<file path="src/rtl/serial_add_ctrl_pkg.sv">
// -----------------------------------------------------------------------------
// serial_add_pkg
// Shared definitions for the nibble-serial add/subtract controller:
//   - SLICE_W : width of the single combinational adder slice
//   - state_t : controller FSM states (IDLE / RUN / DONE, 2-bit encoding)
// -----------------------------------------------------------------------------
package serial_add_pkg;

   localparam int SLICE_W = 4;

   typedef enum logic [1:0] {
      ST_IDLE = 2'd0,
      ST_RUN  = 2'd1,
      ST_DONE = 2'd2
   } state_t;

endpackage

</file>
<file path="src/rtl/serial_add_ctrl_if.sv">
// -----------------------------------------------------------------------------
// serial_add_ctrl_if
// Operand / result handshake bundle for serial_add_ctrl.
//   Operand side : in_valid, in_ready, a, b, cin, sub
//   Result side  : out_valid, out_ready, sum, cout, overflow
//   Status       : busy
// Modports:
//   slave  - the controller (accepts operands, produces results)
//   master - the producer/consumer driving operands and taking results
// -----------------------------------------------------------------------------
interface serial_add_ctrl_if #(
   parameter int NIBBLES = 4
);
   import serial_add_pkg::*;

   localparam int W = SLICE_W * NIBBLES;

   logic         in_valid;
   logic         in_ready;
   logic [W-1:0] a;
   logic [W-1:0] b;
   logic         cin;
   logic         sub;
   logic         out_valid;
   logic         out_ready;
   logic [W-1:0] sum;
   logic         cout;
   logic         overflow;
   logic         busy;

   modport slave (
      input  in_valid, a, b, cin, sub, out_ready,
      output in_ready, out_valid, sum, cout, overflow, busy
   );

   modport master (
      output in_valid, a, b, cin, sub, out_ready,
      input  in_ready, out_valid, sum, cout, overflow, busy
   );

endinterface

</file>
<file path="src/rtl/serial_add_ctrl_slice.sv">
// -----------------------------------------------------------------------------
// nibble_add_slice
// Combinational SLICE_W-bit ripple-carry adder built from 1-bit full-adder
// cells. This is the one and only adder datapath in the controller.
//   a[3:0], b[3:0] : slice operands
//   ci             : carry in
//   s[3:0]         : slice sum
//   co             : carry out of the slice MSB
// -----------------------------------------------------------------------------
module full_add_cell (
   input  logic i_a,
   input  logic i_b,
   input  logic i_ci,
   output logic o_s,
   output logic o_co
);
   assign o_s  = i_a ^ i_b ^ i_ci;
   assign o_co = (i_a & i_b) | (i_ci & (i_a ^ i_b));
endmodule

module nibble_add_slice
   import serial_add_pkg::*;
(
   input  logic [SLICE_W-1:0] a,
   input  logic [SLICE_W-1:0] b,
   input  logic               ci,
   output logic [SLICE_W-1:0] s,
   output logic               co
);
   // w_c[i] is the carry into bit i; w_c[SLICE_W] leaves the slice
   logic [SLICE_W:0] w_c;

   assign w_c[0] = ci;

   for (genvar g = 0; g < SLICE_W; g++) begin : g_fa
      full_add_cell u_fa (
         .i_a  (a[g]),
         .i_b  (b[g]),
         .i_ci (w_c[g]),
         .o_s  (s[g]),
         .o_co (w_c[g+1])
      );
   end

   assign co = w_c[SLICE_W];
endmodule

</file>
<file path="src/rtl/serial_add_ctrl.sv">
// -----------------------------------------------------------------------------
// serial_add_ctrl
// W-bit (W = 4*NIBBLES) add/subtract performed one nibble per cycle, LSB
// nibble first, through a single shared 4-bit ripple-carry slice. A registered
// carry links consecutive nibbles.
//   CLOCK_50 : system clock, rising edge
//   reset    : synchronous, active-high, dominant
//   bus      : serial_add_ctrl_if.slave (operand and result handshakes)
// Latency: accept edge E0 -> out_valid after edge E_NIBBLES.
// in_ready / out_valid / busy decode straight from the state register;
// sum / cout / overflow are registers.
// -----------------------------------------------------------------------------
module serial_add_ctrl
   import serial_add_pkg::*;
#(
   parameter int NIBBLES = 4
) (
   input  logic              CLOCK_50,
   input  logic              reset,
   serial_add_ctrl_if.slave  bus
);
   localparam int W     = SLICE_W * NIBBLES;
   localparam int IDX_W = $clog2(NIBBLES);
   localparam logic [IDX_W-1:0] IDX_LAST = IDX_W'(NIBBLES - 1);

   state_t             r_state;
   logic [IDX_W-1:0]   r_idx;
   logic [W-1:0]       r_op_a;
   logic [W-1:0]       r_op_b;   // already inverted for subtract
   logic               r_carry;
   logic [W-1:0]       r_sum;
   logic               r_cout;
   logic               r_ovf;

   logic [SLICE_W-1:0] w_sl_a;
   logic [SLICE_W-1:0] w_sl_b;
   logic [SLICE_W-1:0] w_sl_s;
   logic               w_sl_co;

   // Nibble currently being processed
   assign w_sl_a = r_op_a[SLICE_W*r_idx +: SLICE_W];
   assign w_sl_b = r_op_b[SLICE_W*r_idx +: SLICE_W];

   nibble_add_slice u_slice (
      .a  (w_sl_a),
      .b  (w_sl_b),
      .ci (r_carry),
      .s  (w_sl_s),
      .co (w_sl_co)
   );

   // Controller FSM and datapath registers
   always_ff @(posedge CLOCK_50) begin
      if (reset) begin
         r_state <= ST_IDLE;
         r_idx   <= '0;
         r_op_a  <= '0;
         r_op_b  <= '0;
         r_carry <= 1'b0;
         r_sum   <= '0;
         r_cout  <= 1'b0;
         r_ovf   <= 1'b0;
      end else begin
         case (r_state)
            ST_IDLE: begin
               if (bus.in_valid) begin
                  // Subtract is a + ~b + 1: invert B here, seed carry with 1
                  r_op_a  <= bus.a;
                  r_op_b  <= bus.sub ? ~bus.b : bus.b;
                  r_carry <= bus.sub ? 1'b1 : bus.cin;
                  r_idx   <= '0;
                  r_sum   <= '0;
                  r_state <= ST_RUN;
               end else begin
                  r_state <= ST_IDLE;
               end
            end
            ST_RUN: begin
               r_sum[SLICE_W*r_idx +: SLICE_W] <= w_sl_s;
               r_carry <= w_sl_co;
               // Only the value written on the last nibble is meaningful:
               // same-sign operands whose result sign differs overflowed.
               r_ovf   <= (r_op_a[W-1] == r_op_b[W-1]) &&
                          (w_sl_s[SLICE_W-1] != r_op_a[W-1]);
               if (r_idx == IDX_LAST) begin
                  // idx parks on the last nibble; next accept clears it
                  r_cout  <= w_sl_co;
                  r_state <= ST_DONE;
               end else begin
                  r_idx   <= r_idx + 1'b1;
               end
            end
            ST_DONE: begin
               if (bus.out_ready) begin
                  r_state <= ST_IDLE;
               end else begin
                  r_state <= ST_DONE;
               end
            end
            default: begin
               r_state <= ST_IDLE;
            end
         endcase
      end
   end

   assign bus.in_ready  = (r_state == ST_IDLE);
   assign bus.out_valid = (r_state == ST_DONE);
   assign bus.busy      = (r_state != ST_IDLE);
   assign bus.sum       = r_sum;
   assign bus.cout      = r_cout;
   assign bus.overflow  = r_ovf;

endmodule

</file>
<file path="src/flat_wrapper.sv">
// flat-port wrapper written by rule: the top's interface ports become plain ports
module serial_add_ctrl_flat import serial_add_pkg::*;
#(
   parameter int NIBBLES = 4
)
  (CLOCK_50, reset, bus_in_valid, bus_a, bus_b, bus_cin, bus_sub, bus_out_ready, bus_in_ready, bus_out_valid, bus_sum, bus_cout, bus_overflow, bus_busy);
  serial_add_ctrl_if #(.NIBBLES(NIBBLES)) bus_i ();
  input  logic CLOCK_50;
  input  logic reset;
  input wire logic [$bits(bus_i.in_valid)-1:0] bus_in_valid;
  input wire logic [$bits(bus_i.a)-1:0] bus_a;
  input wire logic [$bits(bus_i.b)-1:0] bus_b;
  input wire logic [$bits(bus_i.cin)-1:0] bus_cin;
  input wire logic [$bits(bus_i.sub)-1:0] bus_sub;
  input wire logic [$bits(bus_i.out_ready)-1:0] bus_out_ready;
  output wire logic [$bits(bus_i.in_ready)-1:0] bus_in_ready;
  output wire logic [$bits(bus_i.out_valid)-1:0] bus_out_valid;
  output wire logic [$bits(bus_i.sum)-1:0] bus_sum;
  output wire logic [$bits(bus_i.cout)-1:0] bus_cout;
  output wire logic [$bits(bus_i.overflow)-1:0] bus_overflow;
  output wire logic [$bits(bus_i.busy)-1:0] bus_busy;
  assign bus_i.in_valid = bus_in_valid;
  assign bus_i.a = bus_a;
  assign bus_i.b = bus_b;
  assign bus_i.cin = bus_cin;
  assign bus_i.sub = bus_sub;
  assign bus_i.out_ready = bus_out_ready;
  assign bus_in_ready = bus_i.in_ready;
  assign bus_out_valid = bus_i.out_valid;
  assign bus_sum = bus_i.sum;
  assign bus_cout = bus_i.cout;
  assign bus_overflow = bus_i.overflow;
  assign bus_busy = bus_i.busy;
  serial_add_ctrl #(.NIBBLES(NIBBLES)) u_core (.CLOCK_50(CLOCK_50), .reset(reset), .bus(bus_i));
endmodule
</file>
<file path="config.mk">
export PLATFORM = sky130hd
export DESIGN_NAME = serial_add_ctrl_flat
export DESIGN_NICKNAME = d
export VERILOG_FILES = /design/src/rtl/serial_add_ctrl_pkg.sv /design/src/rtl/serial_add_ctrl_if.sv /design/src/rtl/serial_add_ctrl_slice.sv /design/src/rtl/serial_add_ctrl.sv /design/src/flat_wrapper.sv
export SDC_FILE = /design/constraint.sdc
export NUM_CORES = 1
export LEC_CHECK = 0
export ABC_AREA = 1
export BUFFER_PORTS_ARGS = -buffer_cell sky130_fd_sc_hd__clkbuf_2
export CORE_MARGIN = 2
export CORE_UTILIZATION = 30
export CTS_BUF_LIST = sky130_fd_sc_hd__clkbuf_8
export DETAILED_ROUTE_END_ITERATION = 12
export PLACE_DENSITY = 0.54
export SYNTH_ARGS = -nofsm -noshare
export SYNTH_HDL_FRONTEND = slang
export SYNTH_SLANG_ARGS = --single-unit
</file>
<file path="constraint.sdc">
create_clock -name CLOCK_50 -period 3.1 [get_ports CLOCK_50]
set_input_delay 0.155 -clock CLOCK_50 [delete_from_list [all_inputs] [get_ports CLOCK_50]]
set_output_delay 0.155 -clock CLOCK_50 [all_outputs]
set_load 0.02 [all_outputs]
</file>
==> qor.yml <==
global_routing:
  use_met2_pct: 21.10
  overflow: 0
  grt_max_degree: 57
  grtUsageTotal_pct: 13.83
  antenna_found_initial: 0
  grt_pass1_vias: 2341
  met3_usage_pct: 3.162
  busiest_layer: "met2"
  grt_pass1_wl_um: 11150
  use_met1_pct: 20.02
critical_path:
  path_depth: 15
  critPathKind: "reg -> reg"
  cp_slowest_cell: "fa_1"
  cp_cell_sequence: "buf_12 -> inv_2 -> nor2_1 -> o22a_1 -> fa_1 -> inv_1 -> fa_1 -> inv_1 -> fa_1 -> inv_1 -> fa_1 -> inv_2 -> nor3_1 -> o21ai_0 -> inv_1"
  setup.worst_path.start: "u_core.r_idx[0]$_SDFFE_PP0P_"
  worstPathRequired_ns: 3.30
  crit_arrival_ns: 3.07
  crit_buf_inv: 7
  cp-start-kind: "flip-flop"
  path_max_fanout: 17
  cpPeakStageDelay_ns: 0.44
  r2r_cells: 15
  end_kind: "flip-flop"
  rr_startpoint: "u_core.r_idx[0]$_SDFFE_PP0P_"
  critPathTopFamily: "adder cells"
timing:
  setup_violations: 0
  hold_viol: 0
  tns_ns: 0
  relSlewSlack_pct: 61.81
  fin_crit_sh_pct: 92.60
  max_clock_freq_mhz: 348.4
  min_period_ns: 2.871
  fin_skew_ns: 0.01106
  slew_violations: 0
  postLayoutSetupSlackWorst_ns: 0.2295
  rsz0062_at_grt: "false"
  worst_slew_pin_slew_ns: 0.5724
clock_tree:
  numCtsBuffers: 5
  cts-htree-levels: 2
  path_clk_slew_ns: 0.10
  cts_tree: "done"
  clock_path_buffers: 2
  clock_latency_ns: 0.31
  cts_sinks: 55
  clockRootBuffer: "clkbuf_8"
logic_synthesis:
  synth_common_cells: "nor2_1, nand2_1, dfxtp_1, a21oi_1, nand3_1"
  synthCells: 366
  yosysSeqAreaShare_pct: 40.57
  ys_types: 23
  synth_area_sq_mm: 0.002714
  async_flop_share_pct: 0
  yosys.area.top_type: "dfxtp_1"
  synth_nets: 412
  syn_area_per_cell_sq_um: 7.415
  yosys_warnings: 0
  synth_area_leaders: "dfxtp_1, nor2_1, nand2_1, a21oi_1, xor2_1"
  synth_flop_cell: "dfxtp_1"
  ys_ff_latch: 55
  synth_top_area_share_pct: 40.57
  synth-edff-count: 0
  yosysMostFrequentCell: "nor2_1"
drt:
  first_pass_iters: 4
  ant_nets: 0
  drt_iter0_drc: 142
  wire_per_inst_um: 12.33
  num_vias: 2399
  drc: 0
  drt_wl_total_um: 6435
  post_drt_via_cell_ratio: 4.596
pwr:
  p_leak_nw: 1.359
  power_frac_seq_pct: 49.7
  pwr-share-comb_pct: 20.6
  switching_share_pct: 29.18
  clkPwrFrac_pct: 29.6
  internal-power_mw: 1.111
  p_per_area_mw_per_mm2: 499.9
  peakVddDrop_uv: 180.4
  p_sw_uw: 457.9
  p_total_mw: 1.569
place:
  io_buffer_count: 58
  hpwl_um: 4752
  gp_congestion: 0.8580
  dp_slack_ns: 0.2191
  placed_area_sq_mm: 0.003032
floorplanning:
  io_pins: 59
  rows: 34
  start_util_pct: 30.97
  die_w_um: 99.11
  die_area_sq_mm: 0.009823
  core_sq_mm: 0.008763
  dieHeight_um: 99.11
worst_hold_path:
  worstHoldPathType: "in -> reg"
  hold_path_depth: 3
  min_from: "bus_a[2]"
cells_and_area:
  diodes: 0
  synthToLayoutAreaGrowth_pct: 15.63
  final_cell_area_sq_mm: 0.003138
  drive_above_1_share_pct: 18.84
  num-nets-final: 460
job:
  drv_cap: 0
status:
  status: "complete, no violations"
==> cell families after synthesis <==
kind of cell | Yosys count | share of synthesized area (%)
buf+inv | 42 | 8.714
xor+xnor | 16 | 5.164
flops | 55 | 40.57
simple gates | 168 | 25.82
fa+ha+maj | 8 | 4.795
compound gates | 77 | 14.94
==> placed cells by master, fill, tap and decap left out, drive strengths merged, types with 5 or more instances in the layout <==
cell,instances
a21oi,36
buf,6
clkbuf,63
dfxtp,55
inv,19
nand2,65
nand3,26
nor2,69
nor3,5
o21ai,33
xor2,16
==> area by class of cell <==
class / count / area, sq um
Fill cell: 971 / 5625
Multi-Input combinational cell: 269 / 1376
Sequential cell: 55 / 1101
Timing Repair Buffer: 64 / 347.8
Tap cell: 108 / 135.1
Inverter: 19 / 71.32
Clock buffer: 5 / 68.82
Clock inverter: 2 / 37.54
==> tightest hold or removal path: stages <==
cell,delay [ns]
clkbuf_2,0.07
o21ai_1,0.06
nor2_1,0.07
==> what timing repair did <==
action	in CTS	in global routing
resized for setup	0	1
hold buffers	0	0
setup buffers	0	0
setup endpoints to repair	0	1
==> worst paths after layout <==
check / endpoint / slack (ns)
max: u_core.bus.overflow$_SDFFE_PP0P_ / 0.23
min reg2reg: u_core.bus.cout$_SDFFE_PP0P_ / 0.47
min: u_core.r_op_a[2]$_SDFFE_PP0P_ / 0.07
max reg2reg: u_core.bus.overflow$_SDFFE_PP0P_ / 0.23
==> flip-flops by register name, summed over array words and instances, names as in the netlist <==
name	count
u_core.r_idx	2
u_core.r_op_b	16
u_core.r_state	2
u_core.bus.overflow	1
u_core.r_carry	1
u_core.bus.sum	16
u_core.bus.cout	1
u_core.r_op_a	16
==> power by group through the flow <==
stage	clock, mW	sequential, mW	combinational, mW
5_1_grt	0.507	0.787	0.373
6_report	0.465	0.780	0.324
4_1_cts	0.479	0.781	0.326
2_1_floorplan	0	0.790	0.244
3_5_place_dp	0	0.797	0.324
3_3_place_gp	0	0.798	0.321
==> per-layer routing <==
metal | part of all wire, % | up-vias
met5 | 0 | -
met4 | 0.85 | 0
met3 | 4.3 | 5
met2 | 43 | 47
met1 | 52 | 1067
li1 | - | 1280
==> through the flow <==
| stage | utilization [%] | hold slack (ns) | cells |
|---|---|---|---|
| final | 35.81 | 0.07247 | 522 |
| after global routing | 35.81 | 0.07992 | 522 |
| after CTS | 35.81 | 0.07585 | 522 |
| after detailed placement | 34.59 | 0.3994 | 515 |
| after global placement | 34.59 | 0.3961 | 515 |
| after floorplan | - | 0.3005 | 366 |
No activity file was read; power rests on OpenSTA's default activity.
